`config.mk`:
```
export PLATFORM = sky130hd
export DESIGN_NAME = i2c_reg_write_seq
export DESIGN_NICKNAME = d
export VERILOG_FILES = /design/src/rtl/i2c_seq_pkg.sv /design/src/rtl/wb_single_access.sv /design/src/rtl/i2c_reg_write_seq.sv
export SDC_FILE = /design/constraint.sdc
export NUM_CORES = 1
export LEC_CHECK = 0
export ABC_AREA = 1
export BUFFER_PORTS_ARGS = -buffer_cell sky130_fd_sc_hd__buf_2
export CAP_MARGIN = 0
export CORE_MARGIN = 5
export CORE_UTILIZATION = 57
export DETAILED_ROUTE_END_ITERATION = 6
export PLACE_DENSITY = 0.92
export SYNTH_ARGS = -nofsm -noshare
export SYNTH_HDL_FRONTEND = slang
export SYNTH_HIERARCHICAL = 1
export SYNTH_SLANG_ARGS = --single-unit
```
`constraint.sdc`:
```
create_clock -name wb_clk_i -period 2.48 [get_ports wb_clk_i]
set_clock_uncertainty 0.1 [all_clocks]
set_input_delay 0.496 -clock wb_clk_i [delete_from_list [all_inputs] [get_ports wb_clk_i]]
set_output_delay 0.496 -clock wb_clk_i [all_outputs]
set_load 0.01 [all_outputs]
```
`src/rtl/i2c_seq_pkg.sv`:
```
// i2c_seq_pkg
//   Shared definitions for the I2C register-write sequencer: register map of
//   the downstream I2C master core, control/status bit positions, the enable
//   value for CTR, the status code and FSM state enumerations, and a helper
//   that selects the CR command for each byte of a register write.
package i2c_seq_pkg;

  // Core register map (CR and SR share an address: write = CR, read = SR)
  localparam logic [2:0] ADR_PRERLO = 3'd0;
  localparam logic [2:0] ADR_PRERHI = 3'd1;
  localparam logic [2:0] ADR_CTR    = 3'd2;
  localparam logic [2:0] ADR_TXR    = 3'd3;
  localparam logic [2:0] ADR_CR     = 3'd4;
  localparam logic [2:0] ADR_SR     = 3'd4;

  // Command register bits
  localparam int CR_STA  = 7;
  localparam int CR_STO  = 6;
  localparam int CR_RD   = 5;
  localparam int CR_WR   = 4;
  localparam int CR_ACK  = 3;
  localparam int CR_IACK = 0;

  // Status register bits
  localparam int SR_RXACK = 7;
  localparam int SR_BUSY  = 6;
  localparam int SR_AL    = 5;
  localparam int SR_TIP   = 1;

  // Core enabled, interrupt disabled
  localparam logic [7:0] CTR_EN = 8'h80;

  // STOP on its own, used to release the bus after a failed byte
  localparam logic [7:0] CR_ABORT = 8'(1 << CR_STO);

  typedef enum logic [1:0] {
    ERR_OK      = 2'd0,
    ERR_NACK    = 2'd1,
    ERR_ARB     = 2'd2,
    ERR_TIMEOUT = 2'd3
  } err_e;

  typedef enum logic [3:0] {
    ST_INIT_LO,
    ST_INIT_HI,
    ST_INIT_CTR,
    ST_IDLE,
    ST_LOAD,
    ST_ISSUE,
    ST_POLL,
    ST_ABORT_CR,
    ST_ABORT_POLL,
    ST_FINISH
  } state_e;

  // CR command for byte k of a write: address byte opens with START, the
  // data byte closes with STOP, the register byte is a plain write.
  function automatic logic [7:0] byte_cr_cmd(input logic [1:0] k);
    logic [7:0] v;
    v        = '0;
    v[CR_WR] = 1'b1;
    if (k == 2'd0) v[CR_STA] = 1'b1;
    if (k == 2'd2) v[CR_STO] = 1'b1;
    return v;
  endfunction

endpackage

```
`src/rtl/wb_single_access.sv`:
```
// wb_single_access
//   Performs one Wishbone classic access at a time towards the I2C core.
//   The sequencer raises 'start' with adr/dat/we; this block launches the
//   strobe, holds the bus fields stable until the acknowledge, then pulses
//   'done' for one cycle with the read data captured on the ack cycle.
//
//   Ports
//     clk, srst        clock, synchronous active-high reset
//     start            request an access (sampled only while idle)
//     adr, dat, we     access fields, latched when the access starts
//     done             one-cycle pulse after the acknowledged cycle
//     rdata            data captured from wb_dat_r on the ack cycle
//     wb_adr, wb_dat_w, wb_we, wb_stb   bus outputs (registered)
//     wb_dat_r, wb_ack                  bus inputs
module wb_single_access
  import i2c_seq_pkg::*;
(
  input  logic       clk,
  input  logic       srst,
  input  logic       start,
  input  logic [2:0] adr,
  input  logic [7:0] dat,
  input  logic       we,
  output logic       done,
  output logic [7:0] rdata,
  output logic [2:0] wb_adr,
  output logic [7:0] wb_dat_w,
  output logic       wb_we,
  output logic       wb_stb,
  input  logic [7:0] wb_dat_r,
  input  logic       wb_ack
);

  logic       stb_reg;
  logic [2:0] adr_reg;
  logic [7:0] dat_reg;
  logic       we_reg;
  logic       done_reg;
  logic [7:0] rdata_reg;

  always_ff @(posedge clk) begin
    if (srst) begin
      stb_reg   <= 1'b0;
      adr_reg   <= ADR_PRERLO;
      dat_reg   <= '0;
      we_reg    <= 1'b0;
      done_reg  <= 1'b0;
      rdata_reg <= '0;
    end else begin
      done_reg <= 1'b0;
      if (stb_reg) begin
        // Ack only counts while the strobe is up; stb drops on this edge.
        if (wb_ack) begin
          stb_reg   <= 1'b0;
          done_reg  <= 1'b1;
          rdata_reg <= wb_dat_r;
        end
      end else if (start && !done_reg) begin
        // Refusing a start during the done cycle guarantees at least one
        // idle cycle between consecutive strobes.
        stb_reg <= 1'b1;
        adr_reg <= adr;
        dat_reg <= dat;
        we_reg  <= we;
      end
    end
  end

  assign wb_stb   = stb_reg;
  assign wb_adr   = adr_reg;
  assign wb_dat_w = dat_reg;
  assign wb_we    = we_reg;
  assign done     = done_reg;
  assign rdata    = rdata_reg;

endmodule

```
`src/rtl/i2c_reg_write_seq.sv`:
```
// i2c_reg_write_seq
//   Wishbone master that drives the register port of an I2C master core.
//   After reset it programs the prescaler and enables the core, then runs
//   one single-byte register write per accepted command:
//     START + {dev,W}, register address, data + STOP.
//   Each byte is loaded into TXR, launched through CR, and SR is polled
//   until the transfer finishes. Arbitration loss, NACK and poll timeout
//   end the command early; NACK and timeout first release the bus with STOP.
//
//   Parameters
//     PRESCALE     value written to PRERhi:PRERlo
//     POLL_LIMIT   max SR reads per byte (and for the STOP release), >= 1
//
//   Ports
//     wb_clk_i, wb_rst_i                 clock, synchronous active-high reset
//     cmd_valid_i/cmd_ready_o            command handshake
//     cmd_dev_i, cmd_reg_i, cmd_dat_i    device address, register, data
//     busy_o                             init or command in progress
//     done_o, err_o                      end-of-command pulse and its status
//     wb_adr_o .. wb_ack_i               Wishbone master port to the core
module i2c_reg_write_seq
  import i2c_seq_pkg::*;
#(
  parameter logic [15:0] PRESCALE   = 16'd99,
  parameter int          POLL_LIMIT = 4096
)
(
  input  logic       wb_clk_i,
  input  logic       wb_rst_i,
  input  logic       cmd_valid_i,
  output logic       cmd_ready_o,
  input  logic [6:0] cmd_dev_i,
  input  logic [7:0] cmd_reg_i,
  input  logic [7:0] cmd_dat_i,
  output logic       busy_o,
  output logic       done_o,
  output logic [1:0] err_o,
  output logic [2:0] wb_adr_o,
  output logic [7:0] wb_dat_o,
  input  logic [7:0] wb_dat_i,
  output logic       wb_we_o,
  output logic       wb_stb_o,
  input  logic       wb_ack_i
);

  localparam int              PCW      = $clog2(POLL_LIMIT + 1);
  localparam logic [PCW-1:0]  POLL_MAX = PCW'(POLL_LIMIT);

  state_e         state_reg, state_next;
  logic [1:0]     k_reg, k_next;
  err_e           err_code_reg, err_code_next;
  err_e           err_o_reg;
  logic [PCW-1:0] poll_cnt_reg, poll_cnt_next, poll_cnt_inc;
  logic           issued_reg;

  logic [6:0]     dev_reg;
  logic [7:0]     regaddr_reg;
  logic [7:0]     data_reg;
  logic [7:0]     txr_byte;

  logic           acc_active;
  logic           acc_start;
  logic [2:0]     acc_adr;
  logic [7:0]     acc_dat;
  logic           acc_we;
  logic           acc_done;
  logic [7:0]     acc_rdata;
  logic           unused_sr_bits;

  wb_single_access u_access (
    .clk      (wb_clk_i),
    .srst     (wb_rst_i),
    .start    (acc_start),
    .adr      (acc_adr),
    .dat      (acc_dat),
    .we       (acc_we),
    .done     (acc_done),
    .rdata    (acc_rdata),
    .wb_adr   (wb_adr_o),
    .wb_dat_w (wb_dat_o),
    .wb_we    (wb_we_o),
    .wb_stb   (wb_stb_o),
    .wb_dat_r (wb_dat_i),
    .wb_ack   (wb_ack_i)
  );

  // Only these SR bits drive decisions.
  assign unused_sr_bits = ^{acc_rdata[4:2], acc_rdata[0]};

  // Each access state requests exactly one access; 'issued' remembers that
  // the request is in flight and clears on done so a repeated poll simply
  // re-requests on the following cycle.
  assign acc_start = acc_active && !issued_reg;

  // Saturating increment so a tiny counter never wraps back to zero.
  assign poll_cnt_inc = (poll_cnt_reg == POLL_MAX) ? poll_cnt_reg
                                                   : poll_cnt_reg + PCW'(1);

  always_comb begin
    txr_byte = data_reg;
    case (k_reg)
      2'd0:    txr_byte = {dev_reg, 1'b0};
      2'd1:    txr_byte = regaddr_reg;
      default: txr_byte = data_reg;
    endcase
  end

  always_ff @(posedge wb_clk_i) begin
    if (wb_rst_i) begin
      state_reg    <= ST_INIT_LO;
      k_reg        <= 2'd0;
      err_code_reg <= ERR_OK;
      err_o_reg    <= ERR_OK;
      poll_cnt_reg <= '0;
      issued_reg   <= 1'b0;
      dev_reg      <= '0;
      regaddr_reg  <= '0;
      data_reg     <= '0;
    end else begin
      state_reg    <= state_next;
      k_reg        <= k_next;
      err_code_reg <= err_code_next;
      poll_cnt_reg <= poll_cnt_next;
      if (acc_done) begin
        issued_reg <= 1'b0;
      end else if (acc_start) begin
        issued_reg <= 1'b1;
      end
      if (state_reg == ST_IDLE && cmd_valid_i) begin
        dev_reg     <= cmd_dev_i;
        regaddr_reg <= cmd_reg_i;
        data_reg    <= cmd_dat_i;
      end
      // The status becomes visible together with done_o and is held after.
      if (state_next == ST_FINISH) begin
        err_o_reg <= err_code_next;
      end
    end
  end

  always_comb begin
    state_next    = state_reg;
    k_next        = k_reg;
    err_code_next = err_code_reg;
    poll_cnt_next = poll_cnt_reg;
    acc_active    = 1'b0;
    acc_adr       = ADR_SR;
    acc_dat       = '0;
    acc_we        = 1'b0;

    case (state_reg)
      ST_INIT_LO: begin
        acc_active = 1'b1;
        acc_we     = 1'b1;
        acc_adr    = ADR_PRERLO;
        acc_dat    = PRESCALE[7:0];
        if (acc_done) state_next = ST_INIT_HI;
      end

      ST_INIT_HI: begin
        acc_active = 1'b1;
        acc_we     = 1'b1;
        acc_adr    = ADR_PRERHI;
        acc_dat    = PRESCALE[15:8];
        if (acc_done) state_next = ST_INIT_CTR;
      end

      ST_INIT_CTR: begin
        acc_active = 1'b1;
        acc_we     = 1'b1;
        acc_adr    = ADR_CTR;
        acc_dat    = CTR_EN;
        if (acc_done) state_next = ST_IDLE;
      end

      ST_IDLE: begin
        if (cmd_valid_i) begin
          k_next        = 2'd0;
          err_code_next = ERR_OK;
          state_next    = ST_LOAD;
        end
      end

      ST_LOAD: begin
        acc_active    = 1'b1;
        acc_we        = 1'b1;
        acc_adr       = ADR_TXR;
        acc_dat       = txr_byte;
        poll_cnt_next = '0;
        if (acc_done) state_next = ST_ISSUE;
      end

      ST_ISSUE: begin
        acc_active = 1'b1;
        acc_we     = 1'b1;
        acc_adr    = ADR_CR;
        acc_dat    = byte_cr_cmd(k_reg);
        if (acc_done) state_next = ST_POLL;
      end

      ST_POLL: begin
        acc_active = 1'b1;
        acc_adr    = ADR_SR;
        if (acc_done) begin
          poll_cnt_next = poll_cnt_inc;
          if (acc_rdata[SR_AL]) begin
            // The core has already let go of the bus: no STOP needed.
            err_code_next = ERR_ARB;
            state_next    = ST_FINISH;
          end else if (acc_rdata[SR_TIP]) begin
            if (poll_cnt_inc == POLL_MAX) begin
              err_code_next = ERR_TIMEOUT;
              state_next    = ST_ABORT_CR;
            end
          end else if (acc_rdata[SR_RXACK]) begin
            err_code_next = ERR_NACK;
            state_next    = ST_ABORT_CR;
          end else if (k_reg == 2'd2) begin
            state_next = ST_FINISH;
          end else begin
            k_next     = k_reg + 2'd1;
            state_next = ST_LOAD;
          end
        end
      end

      ST_ABORT_CR: begin
        acc_active    = 1'b1;
        acc_we        = 1'b1;
        acc_adr       = ADR_CR;
        acc_dat       = CR_ABORT;
        // The STOP release gets its own full poll budget.
        poll_cnt_next = '0;
        if (acc_done) state_next = ST_ABORT_POLL;
      end

      ST_ABORT_POLL: begin
        acc_active = 1'b1;
        acc_adr    = ADR_SR;
        if (acc_done) begin
          poll_cnt_next = poll_cnt_inc;
          if (!acc_rdata[SR_BUSY] || poll_cnt_inc == POLL_MAX) begin
            state_next = ST_FINISH;
          end
        end
      end

      ST_FINISH: begin
        state_next = ST_IDLE;
      end

      default: begin
        state_next = ST_INIT_LO;
      end
    endcase
  end

  assign cmd_ready_o = (state_reg == ST_IDLE);
  assign busy_o      = (state_reg != ST_IDLE);
  assign done_o      = (state_reg == ST_FINISH);
  assign err_o       = err_o_reg;

endmodule

```
==> metrics.cfg <==
[critical_path]
critPathCapture = done_o
rrSetupSlack_ns = 0.26
r2r-end = err_o[1]
crit_top_cell = inv_1
start_kind = flop
critical_path_required_ns = 1.88
crit_fanout = 7
crit_cells = 5
cp.buffers_inverters = 3
crit_start = state_reg[0]
worstPathArrival_ns = 1.64
crit_path_end_kind = primary output
crit_family = flip-flops
r2r_cells = 16
reg2reg_from = poll_cnt_reg[4]
worst_path_max_delay_cell = dfxtp_1
max_stage_delay_ns = 0.46
crit_chain = inv_1, nor2_1, inv_1, nor3_1, buf_2
crit_type = reg2out

[layout]
largest_register_ffs = 13
layout-drive-gt1-share_pct = 16.9
fillers = 500
nets = 633
antenna_cells = 0
area_growth_pct = 13.3

[logic_synthesis]
yosysWarnings = 6
syn_inst = 547
synth_nets = 587
syn-cell-area_um2 = 3530
synth_area_per_cell_um2 = 6.46

[floorplanning]
ios = 53
dieWidth_um = 88.7
die_area_um2 = 7870
start_util_pct = 59.3
core-area_um2 = 5960
rows = 28
die_y_um = 88.7

[job]
maxCapViolCount = 0

[grt]
grt_first_pass_wirelength_um = 14300
antenna_found_initial = 0
overflow = 0
grt_max_degree = 37
grt_pass1_vias = 3313
track_usage_pct = 22.8

[place]
place_congestion = 0.909
pre_cts_ws_ns = 0.218
io_buffers = 48
dpl.hpwl_um = 6210

[detailed_routing]
top_layer_used = met4
wl_met3_um = 403
vias = 3530
drt_iter0_markers = 219
drc = 0
antenna_left = 0
post_drt_via_cell_ratio = 5.25
wl_per_cell_um = 12.3
wl_met2_um = 4210
wl_um = 8280
met1_length_um = 3490
dr.pass1.iters = 4

[clock_tree]
cts_inserted_buffers = 9
clock_latency_ns = 0.35
post-cts-setup-buffers = 0
cts_tree = done
clockBufferDepth = 2
cts_resized = 0
hold_buffers = 0
clock_sinks = 65
htreeDepth = 3
clk_pin_slew_ns = 0.07
clockRootBuffer = clkbuf_8

[timing]
drv_slew = 0
setup_viol = 0
rsz0062_at_grt = no
finalHoldViolCount = 0
tightest_slew_ns = 0.674
fin_crit_ns = 2.23
fin_ws_ns = 0.246
finalSetupTns_ns = 0
min_period_over_period_pct = 90.1
max_freq_mhz = 448
slew_headroom_pct = 55.0

[power]
peakVddDrop_mv = 0.492
pwr_density_cell_nw_per_um2 = 520
p_leak_uw = 0.00186

[outcome]
status = complete, no violations

[hold_path]
hp-class = in2reg

## how the worst min path moves through the flow
stage | startpoint | to | slack [ns] | depth (start not counted)
after floorplan | regaddr_reg[1] | regaddr_reg[1] | 0.33 | 2
after global placement | regaddr_reg[2] | regaddr_reg[2] | 0.34 | 2
after detailed placement | dev_reg[4] | dev_reg[4] | 0.35 | 2
after CTS | wb_dat_i[7] | u_access/rdata[7] | 0.24 | 3
after global routing | wb_dat_i[7] | u_access/rdata[7] | 0.25 | 3
final | wb_dat_i[7] | u_access/rdata[7] | 0.25 | 3
## layout make-up
| class | instances | area [µm²] | share of cell area (%) |
|---|---|---|---|
| Multi-Input combinational cell | 382 | 1840 | 46.0 |
| Sequential cell | 65 | 1310 | 32.8 |
| Inverter | 82 | 308 | 7.70 |
| Timing Repair Buffer | 53 | 278 | 6.95 |
| Clock buffer | 9 | 124 | 3.10 |
| Tap cell | 75 | 93.8 | 2.35 |
| Clock inverter | 7 | 47.5 | 1.19 |
## per-stage QoR
stage                     total power, µW  cell area, µm²  hold slack [ns]  utilization (%)  instances
after floorplan                      1260            3530            0.329                -        547
after CTS                            2100            3980            0.237             66.8        673
after global placement               1320            3810            0.339             63.9        657
after global routing                 2190            4000            0.250             67.1        673
final                                2080            4000            0.246             67.1        673
after detailed placement             1330            3810            0.346             63.9        657
## per-layer routing
metal  track usage (%)  up-vias
li1                  -     1812
met1              27.4     1611
met2              38.7       90
met3              6.15       17
met4              8.65        0
met5                 0        -
## worst register-to-register path: stages, from the launching register on
cell	delay, ns
dfxtp_1	0.46
nand2_1	0.17
nor2_4	0.16
nand2_4	0.08
nor2_4	0.10
xor2_2	0.20
nor2_1	0.06
nand2_1	0.07
nor2_1	0.04
nand2_1	0.08
nand2_1	0.05
nand2_1	0.06
nand2_1	0.06
a21oi_1	0.21
nand3_1	0.11
nand2_1	0.06
nor2_1	0.05
## cell usage in the layout, fill, tap and decap left out, types with 4 or more instances in the layout
cell type / instances
nand2_1: 116
nor2_1: 109
inv_1: 74
dfxtp_1: 58
buf_2: 48
a21oi_1: 46
o21ai_0: 32
nand3_1: 16
clkbuf_8: 9
nor3_1: 8
inv_2: 7
dfxtp_2: 7
o22ai_1: 6
nand4_1: 6
nor2_4: 5
buf_4: 5
nand2_2: 4
ha_1: 4
## report_power, final
part           total, µW  internal [µW]  switching (µW)
logic                203           77.8             125
registers           1100           1080            22.9
clock network        775            359             416
total               2080           1510             564
Power figures use the tool's default switching activity.
